===== src/rtl/sdram_wburst_feeder_if.sv =====
// FIFO-read and SDRAM write-burst signals of the burst feeder.
// The feeder takes the master view; the FIFO/controller side takes the slave view.
interface sdram_wburst_feeder_if #(
    parameter int unsigned ADDR_W = 22
);
    logic              enable;
    logic              fifo_empty;
    logic              fifo_rd_en;
    logic [15:0]       fifo_rd_data;
    logic              wr_req;
    logic              wr_ack;
    logic [ADDR_W-1:0] wr_addr;
    logic              wr_data_en;
    logic [15:0]       wr_data;
    logic [1:0]        wr_dqm;
    logic              wr_done;
    logic [15:0]       masked_cnt;

    modport master (
        input  enable, fifo_empty, fifo_rd_data, wr_ack,
        output fifo_rd_en, wr_req, wr_addr, wr_data_en, wr_data, wr_dqm, wr_done, masked_cnt
    );

    modport slave (
        output enable, fifo_empty, fifo_rd_data, wr_ack,
        input  fifo_rd_en, wr_req, wr_addr, wr_data_en, wr_data, wr_dqm, wr_done, masked_cnt
    );
endinterface


===== src/rtl/sdram_wburst_feeder.sv =====
// Drains the write FIFO into fixed-length SDRAM write bursts with linear, wrapping addresses;
// beats missing because the FIFO ran dry are masked rather than shortening the burst.
module sdram_wburst_feeder #(
    parameter int unsigned ADDR_W    = 22,
    parameter int unsigned BURST_LEN = 8,
    parameter int unsigned ADDR_BASE = 0,
    parameter int unsigned ADDR_END  = 4194304
) (
    input logic                   clk,
    input logic                   rst_n,
    sdram_wburst_feeder_if.master bus
);
    localparam int unsigned CNT_W = (BURST_LEN > 1) ? $clog2(BURST_LEN) : 1;
    localparam logic [ADDR_W-1:0] BASE      = ADDR_W'(ADDR_BASE);
    localparam logic [ADDR_W:0]   END_X     = (ADDR_W + 1)'(ADDR_END);
    localparam logic [ADDR_W:0]   LEN_X     = (ADDR_W + 1)'(BURST_LEN);
    localparam logic [CNT_W-1:0]  LAST_BEAT = CNT_W'(BURST_LEN - 1);

    typedef enum logic [2:0] {StIdle, StReq, StData, StFlush, StDone} state_e;

    state_e           state;
    logic [CNT_W-1:0] beat_cnt;
    logic             pop_d;
    logic             hit_d;
    logic [ADDR_W:0]  next_sum;

    // Pop is combinational so a word lands on fifo_rd_data exactly one cycle later.
    assign bus.fifo_rd_en = (state == StData) && !bus.fifo_empty;
    assign next_sum       = {1'b0, bus.wr_addr} + LEN_X;

    // Beat stage: registered RAM output of the FIFO is forwarded, or masked when nothing was popped.
    assign bus.wr_data_en = pop_d;
    assign bus.wr_data    = hit_d ? bus.fifo_rd_data : 16'h0000;
    assign bus.wr_dqm     = hit_d ? 2'b00 : 2'b11;

    always_ff @(posedge clk or negedge rst_n) begin
        if (!rst_n) begin
            state          <= StIdle;
            beat_cnt       <= '0;
            pop_d          <= 1'b0;
            hit_d          <= 1'b0;
            bus.wr_req     <= 1'b0;
            bus.wr_addr    <= BASE;
            bus.wr_done    <= 1'b0;
            bus.masked_cnt <= 16'h0000;
        end else begin
            pop_d       <= (state == StData);
            hit_d       <= bus.fifo_rd_en;
            bus.wr_done <= 1'b0;

            if (pop_d && !hit_d && (bus.masked_cnt != 16'hFFFF)) begin
                bus.masked_cnt <= bus.masked_cnt + 16'd1;
            end

            unique case (state)
                StIdle: begin
                    if (bus.enable && !bus.fifo_empty) begin
                        state      <= StReq;
                        bus.wr_req <= 1'b1;
                    end
                end
                StReq: begin
                    if (bus.wr_ack) begin
                        state      <= StData;
                        bus.wr_req <= 1'b0;
                        beat_cnt   <= '0;
                    end
                end
                StData: begin
                    beat_cnt <= beat_cnt + CNT_W'(1);
                    if (beat_cnt == LAST_BEAT) begin
                        state <= StFlush;
                    end
                end
                StFlush: begin
                    state       <= StDone;
                    bus.wr_done <= 1'b1;
                end
                StDone: begin
                    state       <= StIdle;
                    // Sum is one bit wider so an end at 2**ADDR_W still wraps.
                    bus.wr_addr <= (next_sum >= END_X) ? BASE : next_sum[ADDR_W-1:0];
                end
                default: state <= StIdle;
            endcase
        end
    end
endmodule


===== src/flat_wrapper.sv =====
// flat-port wrapper written by rule: the top's interface ports become plain ports
module sdram_wburst_feeder_flat 
#(
    parameter int unsigned ADDR_W    = 22,
    parameter int unsigned BURST_LEN = 8,
    parameter int unsigned ADDR_BASE = 0,
    parameter int unsigned ADDR_END  = 4194304
)
  (clk, rst_n, bus_enable, bus_fifo_empty, bus_fifo_rd_data, bus_wr_ack, bus_fifo_rd_en, bus_wr_req, bus_wr_addr, bus_wr_data_en, bus_wr_data, bus_wr_dqm, bus_wr_done, bus_masked_cnt);
  sdram_wburst_feeder_if #(.ADDR_W(ADDR_W)) bus_i ();
  input logic clk;
  input logic rst_n;
  input wire logic [$bits(bus_i.enable)-1:0] bus_enable;
  input wire logic [$bits(bus_i.fifo_empty)-1:0] bus_fifo_empty;
  input wire logic [$bits(bus_i.fifo_rd_data)-1:0] bus_fifo_rd_data;
  input wire logic [$bits(bus_i.wr_ack)-1:0] bus_wr_ack;
  output wire logic [$bits(bus_i.fifo_rd_en)-1:0] bus_fifo_rd_en;
  output wire logic [$bits(bus_i.wr_req)-1:0] bus_wr_req;
  output wire logic [$bits(bus_i.wr_addr)-1:0] bus_wr_addr;
  output wire logic [$bits(bus_i.wr_data_en)-1:0] bus_wr_data_en;
  output wire logic [$bits(bus_i.wr_data)-1:0] bus_wr_data;
  output wire logic [$bits(bus_i.wr_dqm)-1:0] bus_wr_dqm;
  output wire logic [$bits(bus_i.wr_done)-1:0] bus_wr_done;
  output wire logic [$bits(bus_i.masked_cnt)-1:0] bus_masked_cnt;
  assign bus_i.enable = bus_enable;
  assign bus_i.fifo_empty = bus_fifo_empty;
  assign bus_i.fifo_rd_data = bus_fifo_rd_data;
  assign bus_i.wr_ack = bus_wr_ack;
  assign bus_fifo_rd_en = bus_i.fifo_rd_en;
  assign bus_wr_req = bus_i.wr_req;
  assign bus_wr_addr = bus_i.wr_addr;
  assign bus_wr_data_en = bus_i.wr_data_en;
  assign bus_wr_data = bus_i.wr_data;
  assign bus_wr_dqm = bus_i.wr_dqm;
  assign bus_wr_done = bus_i.wr_done;
  assign bus_masked_cnt = bus_i.masked_cnt;
  sdram_wburst_feeder #(.ADDR_W(ADDR_W), .BURST_LEN(BURST_LEN), .ADDR_BASE(ADDR_BASE), .ADDR_END(ADDR_END)) u_core (.clk(clk), .rst_n(rst_n), .bus(bus_i));
endmodule

===== config.mk =====
export PLATFORM = sky130hd
export DESIGN_NAME = sdram_wburst_feeder_flat
export DESIGN_NICKNAME = d
export VERILOG_FILES = /design/src/rtl/sdram_wburst_feeder_if.sv /design/src/rtl/sdram_wburst_feeder.sv /design/src/flat_wrapper.sv
export SDC_FILE = /design/constraint.sdc
export NUM_CORES = 1
export LEC_CHECK = 0
export BUFFER_PORTS_ARGS = -buffer_cell sky130_fd_sc_hd__buf_2
export CORE_UTILIZATION = 52
export CTS_BUF_LIST = sky130_fd_sc_hd__clkbuf_8
export DETAILED_ROUTE_END_ITERATION = 10
export GPL_TIMING_DRIVEN = 0
export MAX_ROUTING_LAYER = met4
export PLACE_DENSITY = 0.79
export SYNTH_ARGS = -nofsm -noshare
export SYNTH_HDL_FRONTEND = slang
export SYNTH_SLANG_ARGS = --single-unit

===== constraint.sdc =====
create_clock -name clk -period 2.4 [get_ports clk]
set_input_delay 0.48 -clock clk [delete_from_list [all_inputs] [get_ports clk]]
set_output_delay 0.48 -clock clk [all_outputs]
set_load 0.1 [all_outputs]

* Word level (Yosys, flattened, before mapping) *
Index checks and enable logic that the tools add are counted.

operators by class
  reduce and logical (&&, ||, !) cells = 12
  magnitude comparators = 1
  equal/unequal tests = 9
  $add $sub $neg = 3
  mux-type cells = 13

operator list
  cell                                           number
  adder 22 x 4 -> 23 bit, second input constant  1
  >= comparator 23 bit, second input constant    1
  two-way mux 22 bit                             1
  adder 16 x 1 -> 16 bit, second input constant  1
  two-way mux 16 bit                             1
  != test 16 bit, second input constant          1
  two-way mux 3 bit                              4
  one-hot mux 3 bit (4 select lines)             1
  == test 3 x 2 -> 1 bit, second input constant  2
  == test 3 bit, second input constant           2
  one-hot mux 3 bit (2 select lines)             1
  AND reduction 3 bit                            2
  logical AND 1 bit                              4
  != test 2 bit, second input constant           2
  nonzero test 2 bit                             2
  adder 3 x 1 -> 3 bit, second input constant    1
  == test 3 x 1 -> 1 bit, second input constant  1
  logical NOT 3 bit                              1
  two-way mux 1 bit                              3
  logical NOT 1 bit                              2
  two-way mux 2 bit                              1
  != test 2 x 1 -> 1 bit, second input constant  1
  one-hot mux 1 bit (2 select lines)             1
  AND reduction 2 bit                            1

word-level totals
  register bits after elaboration = 48
  logic and storage cells = 46
  output and inout bits = 60
  input bits = 21

* Depth between registers and ports, before layout *
  word-level depth = 4
  depth in mapped cells = 7
  gate-level depth less buffers = 6

* Worst setup path after synthesis *
OpenSTA, ideal clock, no wires.

  path kind = register -> register
  start point = register u_core.bus.wr_addr[8]
  end point = register u_core.bus.wr_addr[19]
  buffers on the path = 1
  cell stages (with the launch flop) = 6
  arrival = 2298 ps
  setup slack = -25 ps
  path through = dfrtp_1 > nand4_1 > nor4_4 > and3_1 > buf_6 > nor3_2

between the ends
  cells in the longest elaborated chain, start to end = 3

ends and longest elaborated chain
  element                     line                          source
  from (decl)                 sdram_wburst_feeder_if.sv:21  output fifo_rd_en, wr_req, wr_addr, wr_data_en, wr_data, wr_dqm, wr_done, masked_cnt
  from (signal assigned)      sdram_wburst_feeder.sv:82     bus.wr_addr <= (next_sum >= END_X) ? BASE : next_sum[ADDR_W-1:0];
  adder 22 x 4 -> 23 bit (*)  sdram_wburst_feeder.sv:29     assign next_sum = {1'b0, bus.wr_addr} + LEN_X;
  >= comparator 23 bit        sdram_wburst_feeder.sv:82
  two-way mux 22 bit (*)      sdram_wburst_feeder.sv:82

Every way passes the cells marked *; elsewhere a longest branch is shown, timed or not.
A chain may end at the register's enable or synchronous reset.

* Final worst setup path *
  start point = register u_core.state[1]
  end point = output port bus_fifo_rd_en

between the ends
  cells in the longest elaborated chain, start to end = 2

ends and longest elaborated chain
  element                 line                       source
  from (decl)             sdram_wburst_feeder.sv:21  state_e state;
  from (signal assigned)  sdram_wburst_feeder.sv:38  state <= StIdle;
  from (signal assigned)  sdram_wburst_feeder.sv:58  state <= StReq;
  from (signal assigned)  sdram_wburst_feeder.sv:64  state <= StData;
  == test 3 x 2 -> 1 bit  sdram_wburst_feeder.sv:28  assign bus.fifo_rd_en = (state == StData) && !bus.fifo_empty;
  logical AND 1 bit       sdram_wburst_feeder.sv:28
  to (decl)               flat_wrapper.sv:17         output wire logic [$bits(bus_i.fifo_rd_en)-1:0] bus_fifo_rd_en;

Every way passes these cells.

==> impl_metrics.yaml <==
pwr:
  pwr-share-clk_pct: 16.6
  power_frac_comb_pct: 49.4
  intPower_w: 0.001406
  p_sw_share_pct: 53.20
  peakVddDrop_mv: 0.6645
  switchingPower_w: 0.001599
  pwr-share-seq_pct: 34.0
  power-per-cell-area_nw_per_um2: 1022
  power_leakage_nw: 1.532
timing:
  layout_setup_ws_ps: 166.2
  finalCritPeriodShare_pct: 93.08
  finalClockSkew_ps: 2.454
  rsz0062_at_grt: "false"
  setup_tns_ps: 0
  fin_crit_ps: 2234
  hold_violations: 0
  setup_viol: 0
  drv_slew: 0
  slew_headroom_pct: 33.31
  fmax_mhz: 447.7
  tightest_slew_ps: 1000
placement:
  dp.cells: 363
  dpl.hpwl_um: 3621
  dp_slack_ps: 104.5
  gp_congestion: 0.8005
  io_buffers: 77
cells_and_area:
  layout_common_cells: "76 x buf_2, 44 x dfrtp_1, 21 x nand2_1, 17 x and2_1, 15 x xnor2_1"
  nets: 343
  syn_to_final_growth_pct: 24.00
  num-fill-cells: 381
  final_common_cell: "buf_2"
  multiInputGateArea_um2: 1164
  drive_gt1_share_pct: 34.48
  stdcell_count: 371
  antenna_cells: 0
  seq_area_um2: 1127
logic_synthesis:
  synth-seq-area-share_pct: 47.47
  yosysWarningCount: 0
  avgSynthCellArea_um2: 10.23
  yosys-top-cells-area: "dfrtp_1 47%, xnor2_1 5.5%, and2_1 4.5%, xor2_1 3.7%, nand2_1 3.3%"
  synth_top_cell_by_area: "dfrtp_1"
  synth_enable_flop_cells: 0
  synthesis.area_um2: 2372
  synth-async-reset-ratio_pct: 100.0
  ys.flop_type: "dfrtp_1"
  netlist.area_leader.share_pct: 47.47
  synth_cell_type_count: 42
  synth.ff_latch_count: 45
  synth_cells: 232
cts:
  clk-insertion-delay-late_ps: 300
  cts_tree: "built"
  root_buffer: "clkbuf_8"
  htreeDepth: 2
  clockBufferDepth: 2
  path_clk_slew_ps: 80
  post-cts-setup-buffers: 0
  numCtsBuffers: 5
  cts.sinks: 45
floorplanning:
  die_y_um: 69.55
  rows: 24
  core_um2: 4384
  ios: 81
  dieArea_um2: 4837
  fp.dieW_um: 69.55
  start_util_pct: 54.11
grt:
  grt_pass1_vias: 1841
  antenna_found_initial: 0
  overflow: 0
  grt_pass1_wl_um: 8259
  grt_usage_pct: 22.04
  grt_max_degree: 46
worst_setup_path:
  crit_fanout: 10
  path_cells: "clkbuf_1, nor3b_4, and2_1, buf_4"
  cp_data_required_time_ps: 1920
  critPathSlowestCell: "dfrtp_1"
  cp.arrival_ps: 1750
  start_kind: "flop"
  worstSetupEndpointType: "output port"
  max_stage_delay_ps: 350
  critical_path_class: "flop to output port"
drt:
  firstDrtPassIters: 4
  first_iter_violations: 81
  vias: 1968
  drc_errors: 0
  drt_wl_total_um: 4926
  postRouteAntennaNets: 0
  avgRoutedWirePerCell_um: 13.28
  via_per_inst: 5.305
hold_path:
  hold_path.class: "input pin to async pin"
outcome:
  status: "complete, no violations"
flow_run:
  drv_cap: 0
[final cells by class]
cell class              count  area share, %
multi-input cells         172          39.56
flip-flops and latches     45          38.32
repair buffers             77          13.19
clock buffers               6          2.807
plain buffers              10          2.552
well taps                  52          2.212
inverters                   7         0.8932
clock inverters             2         0.4679
[logic make-up after synthesis]
| group | count (synthesis) | share of synthesized area [%] |
|---|---|---|
| muxes | 6 | 2.637 |
| adders and majority gates | 4 | 2.110 |
| other | 1 | 0.1581 |
| buffers and inverters | 17 | 4.272 |
| AOI/OAI and AO/OA | 21 | 5.961 |
| xor gates and xnor gates | 25 | 9.230 |
| DFF | 45 | 47.47 |
| and+or+nand+nor | 113 | 28.17 |
[path summary, 6_finish.rpt]
kind / end / start / cells after the start / slack, ps
worst max-delay path: bus_fifo_rd_en / u_core.state[1] / 4 / 170
worst min-delay path: u_core.bus.masked_cnt[7] / rst_n / 1 / 340
worst max register to register: u_core.bus.wr_addr[19] / u_core.state[0] / 7 / 400
worst min register to register: u_core.bus.masked_cnt[12] / u_core.bus.masked_cnt[12] / 1 / 480
max in group asynchronous: u_core.bus.wr_addr[8] / rst_n / 1 / 1390
min in group clk: u_core.hit_d / bus_fifo_empty / 3 / 480
[layer usage]
| layer | share of wire, % | vias up | routed length, um | track usage [%] |
|---|---|---|---|---|
| met5 | 0 | - | 0 | - |
| met4 | 1.3 | 0 | 64 | 8.390 |
| met3 | 4.0 | 5 | 198 | 3.924 |
| met2 | 51 | 52 | 2511 | 36.14 |
| met1 | 44 | 941 | 2152 | 27.27 |
| li1 | - | 970 | - | - |
[synthesized netlist by cell type, types with 3 or more instances]
master	instances
nor3_2	3
clkbuf_1	3
o21ai_0	3
buf_6	3
nor3_1	8
dfrtp_1	45
a21oi_1	6
and4_1	4
nor2_1	13
nor2_2	6
xnor2_1	15
nand4_1	9
inv_1	7
a31oi_1	3
and3_1	5
buf_4	4
ha_1	4
mux2i_1	4
nand3_1	12
and2_1	17
xor2_1	10
nand2_1	21
nor4_1	3
[what timing repair did]
item                       4_1_cts  5_1_grt
setup endpoints to repair        1        1
cloned                           0        0
gates resized for setup          2        1
pin swaps                        0        0
hold buffers                     0        0
[critical path, delay by kind of cell (launching register included)]
kind | cells | cell delay (ps)
simple gates | 2 | 520
flops | 1 | 350
buf+inv | 2 | 580
[sequential cells by signal (all words and copies together), names as in the netlist]
name and count:
u_core.bus.wr_req 1, u_core.bus.wr_done 1, u_core.hit_d 1, u_core.bus.wr_data_en 1
u_core.state 3, u_core.beat_cnt 3, u_core.bus.masked_cnt 16, u_core.bus.wr_addr 19
[through the flow]
step	hold WS [ps]	util [%]	total power [W]	area (um2)
2_1_floorplan	184.4	-	0.002252	2381
3_3_place_gp	465.4	64.58	0.002485	2831
3_5_place_dp	479.6	64.58	0.002509	2831
4_1_cts	377.8	66.95	0.003015	2935
5_1_grt	422.6	67.09	0.003133	2942
6_report	342.7	67.09	0.003005	2942
[power by group through the flow]
stage	clock network, W	logic, W	registers, W
finish	0.000498	0.00148	0.00102
global route	0.000530	0.00155	0.00105
CTS	0.000510	0.00148	0.00102
detailed placement	0	0.00147	0.00104
global placement	0	0.00146	0.00103
floorplan	0	0.000670	0.00158
No activity file was read; power rests on OpenSTA's default activity.
